### config.mk
export PLATFORM = sky130hd
export DESIGN_NAME = keypad_scan_flat
export DESIGN_NICKNAME = d
export VERILOG_FILES = /design/src/rtl/keypad_scan_if.sv /design/src/rtl/keypad_scan.sv /design/src/flat_wrapper.sv
export SDC_FILE = /design/constraint.sdc
export NUM_CORES = 1
export LEC_CHECK = 0
export ABC_CLOCK_PERIOD_IN_PS = 9700
export CORE_ASPECT_RATIO = 0.6
export CORE_MARGIN = 2
export CORE_UTILIZATION = 57
export CTS_CLUSTER_DIAMETER = 80
export CTS_CLUSTER_SIZE = 20
export DETAILED_ROUTE_END_ITERATION = 10
export PLACE_DENSITY = 0.79
export SYNTH_ARGS = -nofsm -noshare
export SYNTH_HDL_FRONTEND = slang
export SYNTH_SLANG_ARGS = --single-unit
### constraint.sdc
create_clock -name clk -period 9.7 [get_ports clk]
set_input_delay 0.97 -clock clk [delete_from_list [all_inputs] [get_ports clk]]
set_output_delay 0.97 -clock clk [all_outputs]
set_load 0.005 [all_outputs]
### src/rtl/keypad_scan_if.sv
// keypad_scan_if: key-event handshake between keypad_scan and the peripheral
//   key_code  [3:0] code of the most recent accepted press (4*row + col)
//   key_valid       press event pending, held until acked
//   key_ack         one-cycle consume pulse from the peripheral
//   key_down        a debounced key is currently held
//   overrun         a press was accepted while an unacked one was pending
//   master: keypad_scan side, slave: peripheral side
interface keypad_scan_if;
    logic [3:0] key_code;
    logic       key_valid;
    logic       key_ack;
    logic       key_down;
    logic       overrun;
    modport master(output key_code, key_valid, key_down, overrun, input key_ack);
    modport slave(input key_code, key_valid, key_down, overrun, output key_ack);
endinterface

### src/rtl/keypad_scan.sv
// keypad_scan: 4x4 matrix keypad scanner with per-frame debounce and key event handshake
//   clk            system clock, posedge
//   rst            asynchronous active-low reset
//   io_keypad_row  row sense lines, active-low, asynchronous to clk
//   io_keypad_col  column drive, active-low, one-hot-low, registered
//   kp             key event interface (master side)
module keypad_scan #(
    parameter int SCAN_DIV = 50000,
    parameter int DEBOUNCE = 4
) (
    input  logic          clk,
    input  logic          rst,
    input  logic [3:0]    io_keypad_row,
    output logic [3:0]    io_keypad_col,
    keypad_scan_if.master kp
);
    localparam int DW = $clog2(SCAN_DIV);
    localparam logic [3:0] DEB = 4'(DEBOUNCE);

    typedef enum logic [1:0] {IDLE, PRESS_DEB, HELD, REL_DEB} state_t;

    logic [DW-1:0] div_cnt;
    logic [1:0]    col_idx;
    logic [3:0]    row_s1, row_s2;
    logic [15:0]   keys_q, keys_f;
    logic          tick, frame_end;
    logic [4:0]    n_closed;
    logic [3:0]    k_idx;
    logic          none, single;
    state_t        state, state_nx;
    logic [3:0]    cnt, cnt_nx, cand, cand_nx;
    logic          emit;

    assign tick      = div_cnt == DW'(SCAN_DIV - 1);
    assign frame_end = tick && col_idx == 2'd3;

    // Column stepping, row synchronizer and per-column capture of closed keys.
    // keys_q holds the last captured state of every key; each column is
    // rewritten once per frame, so no explicit clear is needed.
    always_ff @(posedge clk or negedge rst) begin
        if (!rst) begin
            div_cnt       <= '0;
            col_idx       <= '0;
            io_keypad_col <= 4'b1110;
            row_s1        <= '0;
            row_s2        <= '0;
            keys_q        <= '0;
        end else begin
            row_s1  <= io_keypad_row;
            row_s2  <= row_s1;
            div_cnt <= tick ? '0 : div_cnt + 1'b1;
            if (tick) begin
                col_idx       <= col_idx + 2'd1;
                io_keypad_col <= ~(4'b1 << (col_idx + 2'd1));
                keys_q        <= keys_f;
            end
        end
    end

    // Key map including the column being captured right now, so the
    // frame-end decision sees all four columns of the finished frame.
    always_comb begin
        keys_f = keys_q;
        for (int r = 0; r < 4; r++)
            keys_f[{r[1:0], col_idx}] = ~row_s2[r];
    end

    always_comb begin
        n_closed = '0;
        k_idx    = '0;
        for (int i = 0; i < 16; i++)
            if (keys_f[i]) begin
                n_closed = n_closed + 5'd1;
                k_idx    = 4'(i);
            end
    end

    assign none   = n_closed == 5'd0;
    assign single = n_closed == 5'd1;

    // FSM state register
    always_ff @(posedge clk or negedge rst) begin
        if (!rst) begin
            state <= IDLE;
            cnt   <= '0;
            cand  <= '0;
        end else begin
            state <= state_nx;
            cnt   <= cnt_nx;
            cand  <= cand_nx;
        end
    end

    // FSM next state, evaluated only at frame end
    always_comb begin
        state_nx = state;
        cnt_nx   = cnt;
        cand_nx  = cand;
        emit     = 1'b0;
        if (frame_end) begin
            unique case (state)
                IDLE: if (single) begin
                    cand_nx = k_idx;
                    if (DEBOUNCE == 1) begin
                        state_nx = HELD;
                        cnt_nx   = '0;
                        emit     = 1'b1;
                    end else begin
                        state_nx = PRESS_DEB;
                        cnt_nx   = 4'd1;
                    end
                end
                PRESS_DEB: if (single && k_idx == cand) begin
                    cnt_nx = cnt + 4'd1;
                    if (cnt_nx == DEB) begin
                        state_nx = HELD;
                        cnt_nx   = '0;
                        emit     = 1'b1;
                    end
                end else begin
                    // a different key is not adopted here; it restarts from IDLE
                    state_nx = IDLE;
                    cnt_nx   = '0;
                end
                HELD: if (none) begin
                    state_nx = DEBOUNCE == 1 ? IDLE : REL_DEB;
                    cnt_nx   = DEBOUNCE == 1 ? 4'd0 : 4'd1;
                end
                REL_DEB: if (none) begin
                    cnt_nx = cnt + 4'd1;
                    if (cnt_nx == DEB) begin
                        state_nx = IDLE;
                        cnt_nx   = '0;
                    end
                end else begin
                    state_nx = HELD;
                    cnt_nx   = '0;
                end
            endcase
        end
    end

    // FSM outputs
    always_comb begin
        kp.key_down = state == HELD || state == REL_DEB;
    end

    // Event register: a new event always wins over a same-cycle ack
    always_ff @(posedge clk or negedge rst) begin
        if (!rst) begin
            kp.key_code  <= '0;
            kp.key_valid <= 1'b0;
            kp.overrun   <= 1'b0;
        end else if (emit) begin
            kp.key_code  <= cand_nx;
            kp.key_valid <= 1'b1;
            kp.overrun   <= kp.key_valid && !kp.key_ack;
        end else if (kp.key_ack && kp.key_valid) begin
            kp.key_valid <= 1'b0;
            kp.overrun   <= 1'b0;
        end
    end
endmodule
### src/flat_wrapper.sv
// flat-port wrapper written by rule: the top's interface ports become plain ports
module keypad_scan_flat 
#(
    parameter int SCAN_DIV = 50000,
    parameter int DEBOUNCE = 4
)
  (clk, rst, io_keypad_row, io_keypad_col, kp_key_code, kp_key_valid, kp_key_down, kp_overrun, kp_key_ack);
  keypad_scan_if kp_i ();
  input  logic clk;
  input  logic rst;
  input  logic [3:0] io_keypad_row;
  output logic [3:0] io_keypad_col;
  output wire logic [$bits(kp_i.key_code)-1:0] kp_key_code;
  output wire logic [$bits(kp_i.key_valid)-1:0] kp_key_valid;
  output wire logic [$bits(kp_i.key_down)-1:0] kp_key_down;
  output wire logic [$bits(kp_i.overrun)-1:0] kp_overrun;
  input wire logic [$bits(kp_i.key_ack)-1:0] kp_key_ack;
  assign kp_key_code = kp_i.key_code;
  assign kp_key_valid = kp_i.key_valid;
  assign kp_key_down = kp_i.key_down;
  assign kp_overrun = kp_i.overrun;
  assign kp_i.key_ack = kp_key_ack;
  keypad_scan #(.SCAN_DIV(SCAN_DIV), .DEBOUNCE(DEBOUNCE)) u_core (.clk(clk), .rst(rst), .io_keypad_row(io_keypad_row), .io_keypad_col(io_keypad_col), .kp(kp_i));
endmodule
### Word-level counts from Yosys, hierarchy flattened

Cells that the tools add are included.

* bits in registers: 62
* logic and storage cells: 138

* $add $sub $neg: 18
* magnitude comparators: 8
* eq/ne operators: 12
* shifts and indexed selects: 1
* multiplexer cells: 67
* bitwise logic cells: 5
* reduce and logical (&&, ||, !) cells: 15

Operators with widths (number)
* 5-bit 2-to-1 mux: 15
* 5-bit by 1-bit adder with 5-bit output, second input constant: 14
* 16-bit bitwise mux: 4
* 4-bit 2-to-1 mux: 16
* 16-bit by 1-bit adder with 16-bit output, second input constant: 1
* 16-bit == test, second input constant: 1
* 16-bit 2-to-1 mux: 1
* 2-bit 2-to-1 mux: 8
* 4-bit case mux with 4 select lines: 1
* 1-bit 2-to-1 mux: 13
* 3-bit 2-to-1 mux: 4
* 4-bit by 5-bit less-than comparator with 1-bit output, second input constant: 2
* 1-bit demux with 2-bit select: 4
* 4-bit by 1-bit >= comparator with 1-bit output, second input constant: 2
* 1-bit logical AND: 8
* 2-bit case mux with 4 select lines: 1
* 2-bit == test, second input constant: 3
* 3-bit inequality test, second input constant: 2
* 5-bit by 1-bit == test with 1-bit output, second input constant: 1
* 5-bit zero test: 1
* 2-bit by 5-bit less-than comparator with 1-bit output, second input constant: 1
* 3-bit by 5-bit less-than comparator with 1-bit output, second input constant: 1
* 5-bit AND reduction: 1
* 4-bit by 1-bit adder with 4-bit output, second input constant: 1
* 16 further kinds: 20

### Depth between registers and ports, before layout

* word-level depth: 45
* depth in mapped cells: 59
* depth with buffers taken out: 57

### Worst setup path after synthesis

No wires, ideal clock.

* path kind: register -> register
* from: register u_core.col_idx[0]
* to: register u_core.cnt[2]
* library setup time: 0.125 ns
* arrival time: 9.710 ns
* path slack: -0.135 ns
* cell stages (with the launch flop): 58
* period minus slack after synthesis: 9.835 ns
* cell sequence: dfrtp_1 -> inv_1 -> ha_1 -> and3b_1 -> nor4_2 -> and3_1 -> nor2_1 -> ha_1 -> nand2_1 -> nand2_1 -> ha_1 -> a21oi_1 -> a31oi_1 -> and2_1 -> ha_1 -> nand2_1 -> nand2_1 -> ha_1 -> [... 22 more ...] -> ha_1 -> nand2_1 -> o21a_1 -> a21oi_1 -> ha_1 -> nand2_1 -> xnor2_1 -> xnor2_1 -> xnor2_1 -> nor2_1 -> o211ai_1 -> xor2_1 -> nand2b_1 -> mux2i_1 -> buf_2 -> o2111ai_1 -> and3_1 -> a2bb2o_1

* word-level cells in the longest chain between the ends: 43

Ends and longest elaborated chain
* start: declaration: RTL line keypad_scan.sv:23 `logic [1:0] col_idx;`
* start signal: assignment: RTL line keypad_scan.sv:53 `col_idx <= col_idx + 2'd1;`
* 2-bit by 5-bit less-than comparator with 1-bit output (implied by the code) or 2-bit by 1-bit >= comparator with 1-bit output (tied branches): RTL line keypad_scan.sv:65 `keys_f[{r[1:0], col_idx}] = ~row_s2[r];`
* 1-bit logical AND (implied by the code): RTL line keypad_scan.sv:65
* 1-bit 2-to-1 mux (implied by the code): RTL line keypad_scan.sv:65
* 1-bit demux with 2-bit select
* 16-bit bitwise mux (4 in a row): RTL line keypad_scan.sv:65
* 1-bit 2-to-1 mux: RTL line keypad_scan.sv:72 `if (keys_f[i]) begin`
* 1-bit by 1-bit adder with 2-bit output: RTL line keypad_scan.sv:73 `n_closed = n_closed + 5'd1;`
* 5-bit 2-to-1 mux: RTL line keypad_scan.sv:72
* [... 24 more ...]
* 5-bit by 1-bit adder with 5-bit output: RTL line keypad_scan.sv:73
* 5-bit 2-to-1 mux: RTL line keypad_scan.sv:72
* 5-bit by 1-bit adder with 5-bit output: RTL line keypad_scan.sv:73
* 5-bit 2-to-1 mux: RTL line keypad_scan.sv:72
* 5-bit by 1-bit == test with 1-bit output: RTL line keypad_scan.sv:79 `assign single = n_closed == 5'd1;`
* 1-bit logical AND: RTL line keypad_scan.sv:113 `PRESS_DEB: if (single && k_idx == cand) begin`
* 4-bit 2-to-1 mux: RTL line keypad_scan.sv:113
* 4-bit case mux with 4 select lines: RTL line keypad_scan.sv:101 `unique case (state)`
* end signal: assignment: RTL line keypad_scan.sv:89 `cnt <= cnt_nx;`
* end: declaration: RTL line keypad_scan.sv:31 `logic [3:0] cnt, cnt_nx, cand, cand_nx;`

Several ways; a longest one is shown, not always the timed one.
A chain may end at the register's enable or synchronous reset.

### Worst setup path after layout

* from: register u_core.col_idx[0]
* to: register u_core.cnt[3]

The elaborated chain is that of the path after synthesis.

==> flow_metrics.env <==
export IMPL_cp_slowest_stage_delay_ns=0.38
export IMPL_syn_num_nets=638
export IMPL_grt_pass1_vias=5226
export IMPL_clk_pin_slew_ns=0.06
export IMPL_slew_limit_headroom=0.0996
export IMPL_portBuffers=17
export IMPL_ys_warnings_count=0
export IMPL_ir_drop_mv=0.130
export IMPL_hold_depth=0
export IMPL_placementRows=27
export IMPL_setup_viol=16
export IMPL_gp_congestion=0.966
export IMPL_path_depth=61
export IMPL_cp_start_kind="register"
export IMPL_chipHeight_um=79.0
export IMPL_fin_nets=737
export IMPL_synth_top_area_frac=0.276
export IMPL_cp_end_kind="register"
export IMPL_viasPerCell=6.74
export IMPL_drive_gt1_frac=0.316
export IMPL_critical_path_top_delay_family="adder cells"
export IMPL_cts_buffers=9
export IMPL_yosys_area_top_type="dfrtp_1"
export IMPL_vias=5698
export IMPL_cts_sinks=62
export IMPL_grt_pass1_wl_um=26300
export IMPL_overflow=0
export IMPL_clock_skew_ns=0.00927
export IMPL_dp_cells=787
export IMPL_antenna_cells=0
export IMPL_crit_fanout=4
export IMPL_dp_hpwl_um=10500
export IMPL_tightest_slew_ns=1.35
export IMPL_post_route_period_util=1.04
export IMPL_violations="negative setup slack"
export IMPL_fin_ws_ns=-0.350
export IMPL_start_util=0.584
export IMPL_wire_per_inst_um=22.4
export IMPL_reg2reg_slack_ns=-0.35
export IMPL_postRouteAntennaNets=0
export IMPL_p_per_area_mw_per_mm2=109
export IMPL_ys_types=84
export IMPL_hold_slack_ns=0.349
export IMPL_clock_latency_ns=0.33
export IMPL_ys_flop_type="dfrtp_1"
export IMPL_drc_errors=0
export IMPL_ys_top_cells_by_area="dfrtp_1 (28%), nand2_1 (4.9%), xnor2_1 (4.9%)"
export IMPL_r2r_cells=61
export IMPL_synth_area_sq_mm=0.00535
export IMPL_synthToLayoutAreaGrowth_pct=35.4
export IMPL_async_reset_ff_frac=1.00
export IMPL_nFillCells=478
export IMPL_dieArea_sq_mm=0.0102
export IMPL_pre_cts_ws_ns=-0.484
export IMPL_die_w_um=129
export IMPL_ios=18
export IMPL_cap_violations=0
export IMPL_synth_common_cells="nand2_1 (70), dfrtp_1 (59), nor2_1 (50)"
export IMPL_synth_edf_count=0
export IMPL_drt_first_iter_violations=915
export IMPL_cts_max_level=3
export IMPL_totalWireLength_um=18900
export IMPL_cp_required_ns=9.95
export IMPL_rsz0062_at_grt="true"
export IMPL_root_buffer="clkbuf_16"
export IMPL_cp_data_arrival_time_ns=10.30
export IMPL_postCtsHoldBufs=0
export IMPL_clock_fmax_mhz=99.5
export IMPL_report_power_total_mw=0.786
export IMPL_cp_num_buf_inv=9
export IMPL_core_area_sq_mm=0.00916
export IMPL_cts_tree="done"
export IMPL_final_cells=845
export IMPL_syn_inst=611
export IMPL_cp_slowest_cell="dfrtp_1"
export IMPL_p_leak_nw=3.11
export IMPL_hold_viol_final=0
export IMPL_syn_avg_cell_area_sq_um=8.75
export IMPL_grt_max_degree=63
export IMPL_hold_class="register to register"
export IMPL_crit_top_cell="ha_4"
export IMPL_crit_type="register to register"
export IMPL_synth_seq_cells=62
export IMPL_dr_pass1_iters=8
export IMPL_cts_max_path_buffers=2
export IMPL_status="complete, but fails checks"
export IMPL_slew_violations=0
export IMPL_min_period_ns=10.05
export IMPL_antenna_found_initial=0
export IMPL_grt_usage=0.327
export IMPL_ys_seq_area_frac=0.291
export IMPL_synth_most_common_cell="nand2_1"
-- stage by stage --
stage                     area, sq um  TNS, ns   util
after global placement           5960        0  0.651
after CTS                        6750        0  0.737
after detailed placement         5960    -5.12  0.651
final                            7240    -4.69  0.791
after global routing             7240    -9.42  0.791
after floorplan                  5360        0      -
-- registers in the layout, indices dropped and copies added, names as in the netlist --
signal                count
u_core.row_s2             4
u_core.div_cnt           16
u_core.kp.overrun         1
u_core.keys_q            16
u_core.cand               4
u_core.state              2
u_core.cnt                4
u_core.io_keypad_col      4
u_core.kp.key_valid       1
u_core.col_idx            2
u_core.row_s1             4
u_core.kp.key_code        4
-- cells by family after synthesis --
| group | after synthesis | synth area share |
|---|---|---|
| and+or+nand+nor | 255 | 0.249 |
| muxes | 29 | 0.0625 |
| DFF | 62 | 0.291 |
| buffers and inverters | 39 | 0.0314 |
| AOI/OAI and AO/OA | 138 | 0.165 |
| xor gates and xnor gates | 68 | 0.154 |
| adders and majority gates | 20 | 0.0468 |
-- worst paths after layout --
path,from,to
max reg2reg,u_core.col_idx[0],u_core.cnt[3]
min in group asynchronous,rst,u_core.div_cnt[11]
min,u_core.row_s1[3],u_core.row_s2[3]
max in group asynchronous,rst,u_core.keys_q[8]
max,u_core.col_idx[0],u_core.cnt[3]
min reg2reg,u_core.row_s1[3],u_core.row_s2[3]
-- cell type report --
class	count	area (sq um)	area share
clock buffers	9	225	0.0311
clock inverters	7	95.1	0.0131
inverters	18	72.6	0.0100
multi-input cells	510	4240	0.586
flip-flops and latches	62	1560	0.215
well taps	130	163	0.0225
repair buffers	109	886	0.122
-- where the power goes --
part	leakage, nW	internal [mW]	switching [mW]
Clock	0.156	0.226	0.125
Combinational	2.13	0.0823	0.0901
Sequential	0.821	0.261	0.00247
Total	3.11	0.569	0.218
-- cell usage in the layout (no fill, tap or decap), types with 10 or more instances in the layout --
master / n
nand3_1: 21
nor3_1: 11
ha_4: 13
clkdlybuf4s50_1: 16
nand2_1: 59
dfrtp_1: 59
nand4_1: 10
and3_1: 13
nor2_1: 43
inv_1: 13
o21ai_0: 42
mux2i_1: 14
buf_4: 84
a21oi_1: 13
nand2b_1: 13
nor2b_1: 14
xnor2_1: 27
o211ai_1: 10
xor2_1: 22
-- timing repair --
action | CTS | global route
endpoints found under the setup margin | 16 | 16
pin swaps | 37 | 46
gates resized for setup | 55 | 64
setup buffers | 27 | 20
endpoints found under the hold margin | 0 | 0
-- routing by layer --
metal,vias to the layer above,share of wire,GRT usage
met3,117,0.11,0.0580
met4,0,0.051,0.117
met2,473,0.44,0.500
li1,2395,-,-
met5,-,0,0
met1,2713,0.39,0.467
No activity file was read; power rests on OpenSTA's default activity.
